$ cat config.mk
export PLATFORM = sky130hd
export DESIGN_NAME = polyt0_pack_stream
export DESIGN_NICKNAME = d
export VERILOG_FILES = /design/src/rtl/dilithium_pkg.sv /design/src/rtl/polyt0_pack_conv.sv /design/src/rtl/polyt0_pack_stream.sv
export SDC_FILE = /design/constraint.sdc
export NUM_CORES = 1
export LEC_CHECK = 0
export CAP_MARGIN = 5
export CORE_UTILIZATION = 45
export DETAILED_ROUTE_END_ITERATION = 7
export PLACE_DENSITY_LB_ADDON = 0.12
export SYNTH_ARGS = -nofsm -noshare
export SYNTH_HDL_FRONTEND = slang
export SYNTH_SLANG_ARGS = --single-unit
export TNS_END_PERCENT = 20
$ cat constraint.sdc
create_clock -name clk -period 4.2 [get_ports clk]
set_input_delay 0.63 -clock clk [delete_from_list [all_inputs] [get_ports clk]]
set_output_delay 0.63 -clock clk [all_outputs]
set_load 0.005 [all_outputs]
$ cat src/rtl/dilithium_pkg.sv
// Shared Dilithium sizing constants and small types used by the t0 packing path.
// Every t0 packer/unpacker in the slice takes its dimensions from here.
package dilithium_pkg;

    localparam int N                  = 256;
    localparam int D                  = 13;
    localparam int POLYT0_PACKEDBYTES = 416;
    localparam int T0_HALF            = 4096;
    localparam int T0_MIN             = -4095;

    typedef logic [D-1:0] t0_word_t;

endpackage

$ cat src/rtl/polyt0_pack_conv.sv
// Combinational map of one signed t0 coefficient to its 13-bit packed form t = 4096 - coeff,
// plus a flag for coefficients outside -4095..4096.
import dilithium_pkg::*;

module polyt0_pack_conv (
    input  logic [31:0]  i_coeff,
    output t0_word_t     o_t,
    output logic         o_illegal
);

    // Only the low D bits of the 32-bit difference survive, so a D-bit subtraction is exact.
    assign o_t       = t0_word_t'(T0_HALF) - i_coeff[D-1:0];
    assign o_illegal = ($signed(i_coeff) > T0_HALF) || ($signed(i_coeff) < T0_MIN);

endmodule

$ cat src/rtl/polyt0_pack_stream.sv
// Streaming t0 packer: one coefficient in per handshake, one packed byte out per handshake,
// using a 28-bit bit accumulator so the 3328-bit packed polynomial never exists in parallel.
import dilithium_pkg::*;

module polyt0_pack_stream (
    input  logic        clk,
    input  logic        rst,
    input  logic        in_valid,
    output logic        in_ready,
    input  logic [31:0] in_coeff,
    output logic        out_valid,
    input  logic        out_ready,
    output logic [7:0]  out_data,
    output logic        out_last,
    output logic        done,
    output logic        range_err
);

    logic [27:0] r_acc;
    logic [4:0]  r_nbits;
    logic [7:0]  r_coef_cnt;
    logic [8:0]  r_byte_cnt;
    logic        r_done;
    logic        r_range_err;

    t0_word_t    w_t;
    logic        w_illegal;
    logic        w_in_fire;
    logic        w_out_fire;
    logic        w_last_byte;
    logic [4:0]  w_ins_pos;
    logic [27:0] w_ins;
    logic [27:0] w_acc_base;
    logic [4:0]  w_nbits_next;

    polyt0_pack_conv u_conv (
        .i_coeff   (in_coeff),
        .o_t       (w_t),
        .o_illegal (w_illegal)
    );

    // Handshake readiness depends on registered fill level only, never on the other side's strobe.
    assign in_ready    = (r_nbits < 5'd16);
    assign out_valid   = (r_nbits >= 5'd8);
    assign w_in_fire   = in_valid && in_ready;
    assign w_out_fire  = out_valid && out_ready;
    assign w_last_byte = (r_byte_cnt == 9'(POLYT0_PACKEDBYTES - 1));

    assign out_data    = r_acc[7:0];
    assign out_last    = out_valid && w_last_byte;
    assign done        = r_done;
    assign range_err   = r_range_err;

    // When a byte leaves on the same edge, the new coefficient lands 8 bits lower.
    assign w_ins_pos    = w_out_fire ? (r_nbits - 5'd8) : r_nbits;
    assign w_ins        = {15'd0, w_t} << w_ins_pos;
    assign w_acc_base   = w_out_fire ? {8'd0, r_acc[27:8]} : r_acc;
    assign w_nbits_next = r_nbits + (w_in_fire ? 5'd13 : 5'd0) - (w_out_fire ? 5'd8 : 5'd0);

    always_ff @(posedge clk or posedge rst) begin
        if (rst) begin
            r_acc       <= '0;
            r_nbits     <= '0;
            r_coef_cnt  <= '0;
            r_byte_cnt  <= '0;
            r_done      <= 1'b0;
            r_range_err <= 1'b0;
        end else begin
            r_acc   <= w_acc_base | (w_in_fire ? w_ins : 28'd0);
            r_nbits <= w_nbits_next;
            r_done  <= w_out_fire && w_last_byte;
            if (w_in_fire) begin
                r_coef_cnt <= (r_coef_cnt == 8'(N - 1)) ? 8'd0 : r_coef_cnt + 8'd1;
                if (w_illegal) begin
                    r_range_err <= 1'b1;
                end
            end
            if (w_out_fire) begin
                r_byte_cnt <= w_last_byte ? 9'd0 : r_byte_cnt + 9'd1;
            end
        end
    end

endmodule

# Word level (Yosys, flattened, before mapping)
# Cells that the tools add are included.
# W data, S select, Z words.
# op_classes
add_sub_neg,5
muxes,6
eq_ne,1
n_reduce_logical,6
n_bitwise,1
n_lt_le_gt_ge,4
n_shift,1
# ops
cell,n
$mux W28,2
$gt A32 B14 Y1 const B,1
$lt A32 B13 Y1 const B,1
$or A28 B28 Y28,1
$shl A13 B5 Y28,1
$sub A13 B13 Y13 const A,1
$add A9 B1 Y9 const B,1
$eq A9 B9 Y1 const B,1
$mux W9,1
$mux W4,2
$add A5 B4 Y5,1
$ge A5 B4 Y1 const B,1
$lt A5 B5 Y1 const B,1
$mux W5,1
$sub A5 B4 Y5,1
$sub A5 B4 Y5 const B,1
$logic_and A1 B1 Y1,4
$reduce_and A2 Y1,1
$logic_or A1 B1 Y1,1
# word_totals
ff_bits,44
output_inout_bits,13
input_bits,36
wordCells,29

# Depth between registers and ports, before layout
# Gate-level depths: netlist (run 1).
# depth
ltp_word,6
mapped_depth,13
mapped_depth_nobuf,11

# Modules after synthesis
# Synthesis (run 1) repeated with hierarchy kept, for this count alone.
# unflattened
hier_cells,332
area_unflattened_um2,3169.3
# by_module_without_submodules
module,area_per_inst_um2,cells_each,seq_area_each_um2,n_inst
polyt0_pack_stream,2844.0,288,1101.1,1
polyt0_pack_conv,325.3,44,0.0,1

# Worst setup path before layout (run 1)
# OpenSTA, ideal clock, no wires.
# synth_timing
path_type,reg-to-reg
from,reg r_nbits[4]
to,reg r_nbits[4]
stages_incl_launch_ff,14
synth_period_minus_slack_ns,3.130
setup_time_ns,0.124
required_time_ns,4.076
t_arrival_ns,3.005
path_buffers,3
path_slack_ns,1.070
cell_sequence,dfrtp_1 inv_1 ha_1 nor4b_1 o21ai_0 clkbuf_1 inv_1 clkbuf_1 buf_1 fa_1 inv_1 ha_1 a21oi_1 xnor2_1
# synth_between
elab_chain_len,5
elab_cells_between_ends,8
cone_classes,add/sub: 2; order compare: 2; mux: 2; reduce/logical: 2
# synth_rtl
element,line_no,source
from (decl),polyt0_pack_stream.sv:20,logic [4:0] r_nbits;
from (signal assigned),polyt0_pack_stream.sv:70,r_nbits <= w_nbits_next;
$lt A5 B5 Y1,polyt0_pack_stream.sv:43,assign in_ready = (r_nbits < 5'd16);
net in_ready,polyt0_pack_stream.sv:9,"output logic in_ready,"
$logic_and A1 B1 Y1,polyt0_pack_stream.sv:45,assign w_in_fire = in_valid && in_ready;
$mux W4,polyt0_pack_stream.sv:58,assign w_nbits_next = r_nbits + (w_in_fire ? 5'd13 : 5'd0) - (w_out_fire ? 5'd8 : 5'd0);
$add A5 B4 Y5,polyt0_pack_stream.sv:58,
$sub A5 B4 Y5,polyt0_pack_stream.sv:58,
net w_nbits_next[4],polyt0_pack_stream.sv:34,logic [4:0] w_nbits_next;
# The timed path passes the listed nets, and every way through them passes these cells.
# A chain may end at the register's enable or synchronous reset.

# Worst setup path after layout (run 1)
# layout_timing
from,in in_coeff[0]
to,reg r_acc[16]
# layout_between
elab_chain_len,4
# layout_rtl
element,line_no,source
from (decl),polyt0_pack_stream.sv:10,"input logic [31:0] in_coeff,"
$sub A13 B13 Y13,polyt0_pack_conv.sv:12,assign o_t = t0_word_t'(T0_HALF) - i_coeff[D-1:0];
$shl A13 B5 Y28,polyt0_pack_stream.sv:56,"assign w_ins = {15'd0, w_t} << w_ins_pos;"
$mux W28,polyt0_pack_stream.sv:69,r_acc <= w_acc_base | (w_in_fire ? w_ins : 28'd0);
$or A28 B28 Y28,polyt0_pack_stream.sv:69,
to (signal assigned),polyt0_pack_stream.sv:69,
to (decl),polyt0_pack_stream.sv:19,logic [27:0] r_acc;
# Every way passes these cells.

==> run_results.csv, run 1 <==
group,metric,value,unit
synthesis,synthAdderAreaFrac,5.159,%
placed_design,post-dp-hpwl,7.029,mm
clock_tree,htreeDepth,2,
drt,drt_pass1_iterations,5,
synthesis,synth.area.mux_share,4.064,%
setup_path,reg2reg_slack,1.15,ns
placed_design,numPortBuffers,48,
synthesis,yosysTopAreaCell,"dfrtp_1",
timing,slew-limit-headroom,37.51,%
setup_path,path_class,"in2reg",
synthesis,syn_avg_cell_area,8.140,um^2
clock_tree,ctsResizeCount,0,
setup_path,crit_path_end_kind,"flip-flop",
drt,ant_nets,0,
floorplan,start_util,47.55,%
drt,routed_wl,9.545,mm
floorplan,fp.dieArea,8227,um^2
flow_run,max_cap_viol_count,0,
timing,fin_crit,3.481,ns
drt,dr_total_vias,3497,
floorplan,pin_count,49,
layout,regArea,1101,um^2
clock_tree,cts_made_buffers,5,
clock_tree,post-cts-setup-buffers,0,
grt,grt_pass1_wl,15.96,mm
run_status,status,"finished clean",
placed_design,dp_cells,554,
layout,nFillCells,699,
timing,worst_slew_pin_slew,0.9359,ns
synthesis,yosys-top-cells-area,"dfrtp_1 (31%), nor2_1 (5.2%), ha_1 (4.6%)",
synthesis,synthTopCellsByCount,"nor2_1 (49), dfrtp_1 (44), nand2_1 (30)",
setup_path,path_cells,"clkdlybuf4s50_1, inv_1, ha_1, or3b_2, nor4_1, xor2_1, mux4_2, a221oi_1, o21ba_1",
setup_path,crit_arrival,3.72,ns
synthesis,synth_xor_area_share,4.452,%
power,vdd_drop_max,0.2357,mV
grt,first_global_vias,3159,
synthesis,synth_seq_cells,44,
layout,syn2layout_area_growth,17.10,%
floorplan,fp-row-count,31,
timing,hold_violations,0,
floorplan,die_h,90.71,um
layout,design_area,4146,um^2
drt,drc_errors,0,
setup_path,cpPeakStageDelay,0.55,ns
timing,drv_slew,0,
clock_tree,cts_tree,"done",
layout,fin_cells,562,
synthesis,syn-num-nets,485,
layout,drive_above_1_share,6.695,%
clock_tree,cts_buffer_depth,2,
clock_tree,root_buffer,"clkbuf_8",
floorplan,die_w,90.71,um
clock_tree,insertion_delay,0.30,ns
timing,fin_worst_skew,0.006426,ns
timing,grt_setup_unrepaired,"no",
timing,fin_tns_setup,0,ns
synthesis,yosysMostFrequentCell,"nor2_1",
timing,fmax,0.2872,GHz
drt,drtIter0Drc,306,
drt,wire_per_inst,16.98,um
clock_tree,numClockSinks,44,
grt,overflow,0,
synthesis,yosysWarnings,0,
setup_path,critical_path.max_fanout,9,
layout,multiInputGateArea,2191,um^2
synthesis,yosysSeqAreaShare,31.10,%
clock_tree,holdBufCountCts,0,
power,p_leak,1.625,nW
layout,layout.nets,512,
setup_path,cp.required,4.44,ns
floorplan,design.core.area,7447,um^2
synthesis,synth_top_family_by_area,"simple AND/OR/NAND/NOR gates",
synthesis,yosysTopAreaCellShare,31.10,%
timing,period_share,82.89,%
setup_path,start_kind,"input pin",
placed_design,gp_congestion,0.9072,
grt,antenna_found_initial,0,
grt,track_usage,23.81,%
layout,final_util,55.68,%
grt,grt_max_degree,49,
synthesis,synthesis.area,3541,um^2
synthesis,synth_ff_type,"dfrtp_1",
synthesis,yosys.area_share.simple,26.50,%
synthesis,synth-async-reset-ratio,100.0,%
hold_path,hold_class,"reg2reg",
synthesis,synth_cells,435,
synthesis,synth_cell_types,72,
layout,antennaDiodeCount,0,
synthesis,synth_edf_count,0,
synthesis,synth-compound-area-share,21.38,%
timing,setup_violations,0,
drt,via_per_inst,6.222,
power,power_density,694.3,nW/um^2
placed_design,dpl_cell_area,4039,um^2
clock_tree,clkTransAtPathRegs,0.08,ns
setup_path,cpMaxStageDelayCell,"clkdlybuf4s50_1",
[cells by family after synthesis]
| logic type | count (synthesis) |
|---|---|
| simple gates | 184 |
| compound gates | 107 |
| buf+inv | 57 |
| flops | 44 |
| xor+xnor | 18 |
| fa+ha+maj | 14 |
| mux | 11 |
[area by class of cell]
| cell class | instances | area share [%] |
|---|---|---|
| inverters | 20 | 1.810 |
| flip-flops and latches | 44 | 26.55 |
| multi-input cells | 334 | 52.84 |
| well taps | 99 | 2.987 |
| clock buffers | 6 | 1.750 |
| repair buffers | 57 | 13.22 |
| clock inverters | 2 | 0.8449 |
[report_power, final]
group	leakage, nW	internal [mW]	switching [mW]
registers	0.545	0.611	0.140
logic	1.02	0.734	1.07
clock network	0.0552	0.177	0.151
total	1.62	1.52	1.36
[worst max-delay path, delay by kind of cell]
family                     cells  cell delay, ns
xor gates and xnor gates       1            0.17
and+or+nand+nor                2            0.95
AOI/OAI and AO/OA              2            0.45
adders and majority gates      1            0.24
buffers and inverters          2            0.74
muxes                          1            0.54
[metrics by stage]
stage / hold slack (ns) / total power [mW] / setup slack (ns)
after floorplan: 0.4552 / 2.042 / 1.070
after detailed placement: 0.4735 / 2.525 / 0.4151
after global placement: 0.4720 / 2.500 / 0.4819
after CTS: 0.4951 / 2.858 / 0.7353
after global routing: 0.5285 / 3.104 / 0.5374
final: 0.4915 / 2.879 / 0.7185
[cell usage in the layout, fill, tap and decap left out, types with 14 or more instances in the layout]
| master | n |
|---|---|
| nand2_1 | 30 |
| dfrtp_1 | 44 |
| clkdlybuf4s50_1 | 48 |
| nor4_1 | 14 |
| nor2_1 | 49 |
| a21oi_1 | 16 |
| nor3_1 | 21 |
| nand3_1 | 21 |
| inv_1 | 18 |
| o21ai_0 | 15 |
[sequential cells by signal, indices dropped and copies added (netlist names)]
| signal | count |
|---|---|
| done | 1 |
| range_err | 1 |
| r_nbits | 5 |
| r_acc | 28 |
| r_byte_cnt | 9 |
[layer usage]
layer  wire length [um]  up-vias  GRT usage, %
li1                   -     1665             -
met1               4406     1658         32.77
met2               4392      152         38.51
met3                560       22         3.283
met4                187        0         7.392
met5                  0        -             0
[path summary, 6_finish.rpt]
kind	startpoint	end	cells after the start
setup reg to reg	r_nbits[4]$_DFF_PP0_	r_acc[19]$_DFF_PP0_	11
hold reg to reg	range_err$_DFFE_PP0P_	range_err$_DFFE_PP0P_	1
setup / recovery	in_coeff[0]	r_acc[16]$_DFF_PP0_	9
hold / removal	range_err$_DFFE_PP0P_	range_err$_DFFE_PP0P_	1
max in group asynchronous	rst	r_acc[24]$_DFF_PP0_	2
min in group asynchronous	rst	r_acc[11]$_DFF_PP0_	2
No activity file was read; power rests on OpenSTA's default activity.
==> run 2, diff against run 1 <==
==> constraint.sdc (replaced) <==
create_clock -name clk -period 3.53 [get_ports clk]
set_input_delay 0.5295 -clock clk [delete_from_list [all_inputs] [get_ports clk]]
set_output_delay 0.5295 -clock clk [all_outputs]
set_load 0.005 [all_outputs]
==> run 2 against run 1 <==
- setup slack worse by 0.44 ns
- via count up 1.1%
- clock skew grew 0.0021 ns
- critical path type is now reg2out
==> run_results.csv, run 2 (synthesized netlist as in run 1, its figures left out) <==
group,metric,value,unit
run_status,status,"finished clean",
setup_path,cpPeakStageDelay,0.57,ns
floorplan,die_h,90.71,um
hold_path,hold_class,"reg2reg",
grt,antenna_found_initial,0,
drt,ant_nets,0,
placed_design,numPortBuffers,48,
setup_path,cpMaxStageDelayCell,"nor4b_1",
layout,layout.nets,522,
timing,fmax,0.3077,GHz
grt,overflow,0,
grt,first_global_vias,3378,
layout,syn2layout_area_growth,19.43,%
clock_tree,numClockSinks,44,
setup_path,start_kind,"flip-flop",
drt,routed_wl,9.810,mm
power,p_comb_share,62.8,%
power,pwr-share-seq,25.7,%
timing,hold_violations,0,
drt,drc_errors,0,
floorplan,fp.dieArea,8227,um^2
floorplan,start_util,47.55,%
clock_tree,insertion_delay,0.31,ns
layout,largest_reg_flops,28,
power,vdd_drop_max,0.3289,mV
setup_path,crit_path_end_kind,"primary output",
timing,setup_violations,0,
clock_tree,root_buffer,"clkbuf_8",
layout,nFillCells,720,
grt,grt_max_degree,45,
setup_path,critical_path.max_fanout,6,
timing,fin_crit,3.249,ns
setup_path,crit_arrival,2.72,ns
timing,fin_tns_setup,0,ns
drt,drtIter0Drc,352,
layout,multiInputGateArea,2191,um^2
timing,fin_worst_skew,0.008571,ns
setup_path,worstReg2RegStart,"r_nbits[4]$_DFF_PP0_",
layout,layout_common_cells,"nor2_1 (49), clkdlybuf4s50_1 (48), dfrtp_1 (44), nand2_1 (30)",
power,intPower,1.827,mW
power,power,3.487,mW
floorplan,die_w,90.71,um
setup_path,reg2reg_to,"r_acc[20]$_DFF_PP0_",
clock_tree,cts_made_buffers,5,
timing,drv_slew,0,
hold_path,holdPathStages,1,
layout,top_regs,"r_acc (28), r_byte_cnt (9), r_nbits (5)",
setup_path,rr_worst_depth,10,
power,power_density,824.5,nW/um^2
power,swShare,47.59,%
hold_path,hp-start,"range_err$_DFFE_PP0P_",
power,p_leak,1.672,nW
clock_tree,cts_tree,"done",
setup_path,reg2reg_slack,0.47,ns
layout,antennaDiodeCount,0,
layout,regArea,1101,um^2
grt,grt_pass1_wl,16.70,mm
layout,final_common_cell,"nor2_1",
clock_tree,cts_buffer_depth,2,
setup_path,path_cells,"inv_1, ha_1, nor4b_1, nand2b_1, nor4b_1, clkdlybuf4s50_1",
grt,track_usage,25.10,%
drt,drt_pass1_iterations,5,
floorplan,design.core.area,7447,um^2
clock_tree,clkTransAtPathRegs,0.09,ns
setup_path,path_class,"reg2out",
power,clkPwrFrac,11.5,%
layout,drive_above_1_share,8.879,%
flow_run,max_cap_viol_count,0,
setup_path,cpMostUsedCell,"nor4b_1",
timing,slew-limit-headroom,35.82,%
timing,grt_setup_unrepaired,"no",
hold_path,min_to,"range_err$_DFFE_PP0P_",
placed_design,gp_congestion,0.9262,
drt,wire_per_inst,17.15,um
placed_design,post-dp-hpwl,7.437,mm
floorplan,pin_count,49,
clock_tree,htreeDepth,2,
clock_tree,post-cts-setup-buffers,0,
clock_tree,holdBufCountCts,0,
clock_tree,ctsResizeCount,0,
setup_path,cp.required,3.00,ns
power,netSwitchingPower,1.660,mW
drt,dr_total_vias,3536,
timing,period_share,92.05,%
layout,regMostFlops,"r_acc",
drt,via_per_inst,6.182,
timing,worst_slew_pin_slew,0.9582,ns
floorplan,fp-row-count,31,
-- run 2: layer usage --
metal	global-route usage [%]	vias up	routed length, um
met5	0	-	0
met4	9.812	0	199
met3	2.946	19	599
met2	40.03	156	4593
met1	34.56	1667	4418
li1	-	1694	-
-- run 2: worst max-delay path: cells and delay by family (launching register included) --
family,cells,cell delay (ns)
buf+inv,2,0.72
flops,1,0.46
simple gates,3,1.09
fa+ha+maj,1,0.15
-- run 2: how the worst max path moves through the flow --
stage	cells after the start	endpoint	start	slack, ns
global route	6	out_last	r_nbits[4]$_DFF_PP0_	0.07
detailed placement	9	r_acc[16]$_DFF_PP0_	in_coeff[1]	0.04
global placement	9	r_acc[16]$_DFF_PP0_	in_coeff[1]	0.12
floorplan	13	r_nbits[4]$_DFF_PP0_	r_nbits[4]$_DFF_PP0_	0.40
finish	6	out_last	r_nbits[4]$_DFF_PP0_	0.28
CTS	6	out_last	r_nbits[4]$_DFF_PP0_	0.26
-- run 2: stage by stage --
| stage | setup WS [ns] | utilization [%] | area (um^2) | hold slack, ns | std cells |
|---|---|---|---|---|---|
| 2_1_floorplan | 0.4005 | - | 3541 | 0.4552 | 435 |
| 3_3_place_gp | 0.1227 | 55.24 | 4114 | 0.4725 | 564 |
| 3_5_place_dp | 0.04066 | 55.24 | 4114 | 0.4686 | 564 |
| 4_1_cts | 0.2623 | 56.79 | 4229 | 0.4881 | 572 |
| 5_1_grt | 0.06615 | 56.79 | 4229 | 0.5013 | 572 |
| 6_report | 0.2805 | 56.79 | 4229 | 0.4824 | 572 |
-- run 2: cell type report --
type | instances | share of cell area, %
clock buffer | 5 | 1.627
multi-input combinational | 334 | 51.80
tap | 99 | 2.929
timing repair buffer | 67 | 14.73
clock inverter | 3 | 1.095
sequential | 44 | 26.04
inverter | 20 | 1.775
-- run 2: power groups by stage --
stage | Combinational (mW) | Clock (mW) | Sequential (mW)
after global routing | 2.42 | 0.430 | 0.923
after detailed placement | 2.15 | 0 | 0.904
after global placement | 2.12 | 0 | 0.894
final | 2.19 | 0.401 | 0.896
after floorplan | 1.58 | 0 | 0.849
after CTS | 2.16 | 0.407 | 0.893
==> run 3, diff against run 2 <==
--- a/config.mk
+++ b/config.mk
@@ -8,7 +8,9 @@
 export CAP_MARGIN = 5
 export CORE_UTILIZATION = 45
 export DETAILED_ROUTE_END_ITERATION = 7
+export GPL_TIMING_DRIVEN = 0
 export PLACE_DENSITY_LB_ADDON = 0.12
+export SETUP_SLACK_MARGIN = 0.2
 export SYNTH_ARGS = -nofsm -noshare
 export SYNTH_HDL_FRONTEND = slang
 export SYNTH_SLANG_ARGS = --single-unit
==> run 3 against run 2 <==
- non-clock buffer count rose by 14
- sequential power fell by 1%
- cell count rose by 2.4%
- clock skew fell by 0.0021 ns
- combinational power rose by 5%
- sequential cell count did not move
- clock power fell by 2%
- design area rose by 1.5%
- utilization rose by 0.84 points
- hold slack improved by 0.0056 ns
- setup slack got worse by 0.025 ns
- maximum frequency fell by 0.76%
- critical path type is now reg2reg
- largest power group unchanged
==> run_results.csv, run 3 (synthesized netlist as in run 1, its figures left out) <==
group,metric,value,unit
setup_path,path_class,"reg2reg",
setup_path,start_kind,"flip-flop",
floorplan,fp.dieArea,8227,um^2
timing,drv_slew,0,
drt,wire_per_inst,16.99,um
flow_run,max_cap_viol_count,0,
drt,ant_nets,0,
placed_design,post-dp-hpwl,7.587,mm
power,power,3.563,mW
clock_tree,htreeDepth,2,
layout,syn2layout_area_growth,21.20,%
grt,grt_max_degree,24,
drt,drt_pass1_iterations,8,
hold_path,hold_class,"reg2reg",
timing,hold_violations,0,
drt,dr_total_vias,3653,
layout,largest_reg_flops,28,
floorplan,die_w,90.71,um
clock_tree,cts_made_buffers,5,
power,power_density,830.3,nW/um^2
setup_path,cp.required,3.76,ns
grt,antenna_found_initial,0,
layout,final_common_cell,"nor2_1",
drt,drtIter0Drc,359,
grt,track_usage,24.72,%
clock_tree,post-cts-setup-buffers,0,
setup_path,critical_path.max_fanout,10,
setup_path,crit_arrival,3.50,ns
clock_tree,insertion_delay,0.30,ns
floorplan,start_util,47.55,%
timing,fin_worst_skew,0.006517,ns
floorplan,pin_count,49,
setup_path,crit_path_end_kind,"flip-flop",
layout,antennaDiodeCount,0,
clock_tree,cts_buffer_depth,2,
timing,fmax,0.3054,GHz
grt,first_global_vias,3328,
grt,overflow,0,
timing,layout_setup_ws,0.2556,ns
layout,layout.nets,536,
placed_design,pre_cts_slack,-0.3896,ns
power,p_leak,1.686,nW
layout,drive_above_1_share,9.446,%
timing,fin_crit,3.274,ns
clock_tree,holdBufCountCts,0,
layout,layout_common_cells,"nor2_1 (48), dfrtp_1 (44), clkdlybuf4s50_1 (44), nand2_1 (30)",
timing,grt_setup_unrepaired,"yes",
timing,setup_violations,0,
timing,fin_tns_setup,0,ns
clock_tree,clkTransAtPathRegs,0.09,ns
run_status,status,"finished clean",
clock_tree,cts_tree,"done",
drt,drc_errors,0,
drt,routed_wl,9.959,mm
floorplan,design.core.area,7447,um^2
clock_tree,root_buffer,"clkbuf_8",
layout,nFillCells,716,
floorplan,die_h,90.71,um
floorplan,fp-row-count,31,
clock_tree,numClockSinks,44,
timing,slew-limit-headroom,33.54,%
power,vdd_drop_max,0.2556,mV
drt,via_per_inst,6.234,
layout,top_regs,"r_acc (28), r_byte_cnt (9), r_nbits (5)",
timing,worst_slew_pin_slew,0.9923,ns
timing,period_share,92.76,%
layout,regMostFlops,"r_acc",
grt,grt_pass1_wl,16.50,mm
placed_design,gp_congestion,0.9543,
placed_design,numPortBuffers,44,
run 3: changes by cell type in the layout (fill, tap and decap cells not counted), moves of 2 or more:
cell and change:
clkdlybuf4s50_1 -4, buf_1 +3, clkbuf_2 +3, clkbuf_1 +16, buf_2 +2, buf_4 -11
clkbuf_4 +2, buf_6 +2
run 3: what timing repair did:
action | 4_1_cts | 5_1_grt
resized for setup | 11 | 6
cloned | 0 | 0
pin swaps | 0 | 0
endpoints found under the setup margin | 30 | 23
run 3: layout make-up:
cell class	count	area (um^2)	share of cell area [%]
Clock inverter	3	42.54	0.9913
Clock buffer	5	68.82	1.603
Multi-Input combinational cell	334	2218	51.69
Sequential cell	44	1101	25.66
Timing Repair Buffer	45	467.9	10.90
Inverter	20	75.07	1.749
Tap cell	99	123.9	2.886
Buffer	36	193.9	4.519
run 3: layer usage:
metal	GRT usage (%)	vias to the layer above	part of all wire [%]
met5	0	-	0
met3	2.609	32	6.9
li1	-	1719	-
met2	39.08	185	46
met4	10.22	0	3.3
met1	34.28	1717	44
run 3: worst max-delay path, cell delays in order, from the launching register on:
cell and delay (ns):
dfrtp_1 0.46, inv_1 0.14, ha_1 0.15, nor4b_2 0.28, o21ai_2 0.13, clkbuf_4 0.22, clkbuf_2 0.24, ha_1 0.44
nand2b_1 0.21, nor4_1 0.59, a2111oi_0 0.16, a21oi_1 0.17
run 3: metrics by stage:
stage | instance area (um^2) | utilization (%) | cells | hold slack (ns)
CTS | 4272 | 57.36 | 587 | 0.4992
detailed placement | 4133 | 55.49 | 579 | 0.4792
global route | 4292 | 57.63 | 586 | 0.5184
floorplan | 3541 | - | 435 | 0.4552
global placement | 4105 | 55.12 | 578 | 0.4772
finish | 4292 | 57.63 | 586 | 0.4880
run 3: worst paths after layout:
kind	from	end	slack [ns]	depth (start not counted)
min	range_err$_DFFE_PP0P_	range_err$_DFFE_PP0P_	0.49	1
min reg2reg	range_err$_DFFE_PP0P_	range_err$_DFFE_PP0P_	0.49	1
max in group asynchronous	rst	r_acc[6]$_DFF_PP0_	2.47	3
max	r_nbits[4]$_DFF_PP0_	r_acc[17]$_DFF_PP0_	0.26	11
min in group asynchronous	rst	r_byte_cnt[4]$_DFFE_PP0P_	0.57	2
max reg2reg	r_nbits[4]$_DFF_PP0_	r_acc[17]$_DFF_PP0_	0.26	11
run 3: power breakdown:
part / switching, mW / internal (mW)
Sequential: 0.156 / 0.728
Combinational: 1.35 / 0.938
Clock: 0.181 / 0.210
Total: 1.69 / 1.88
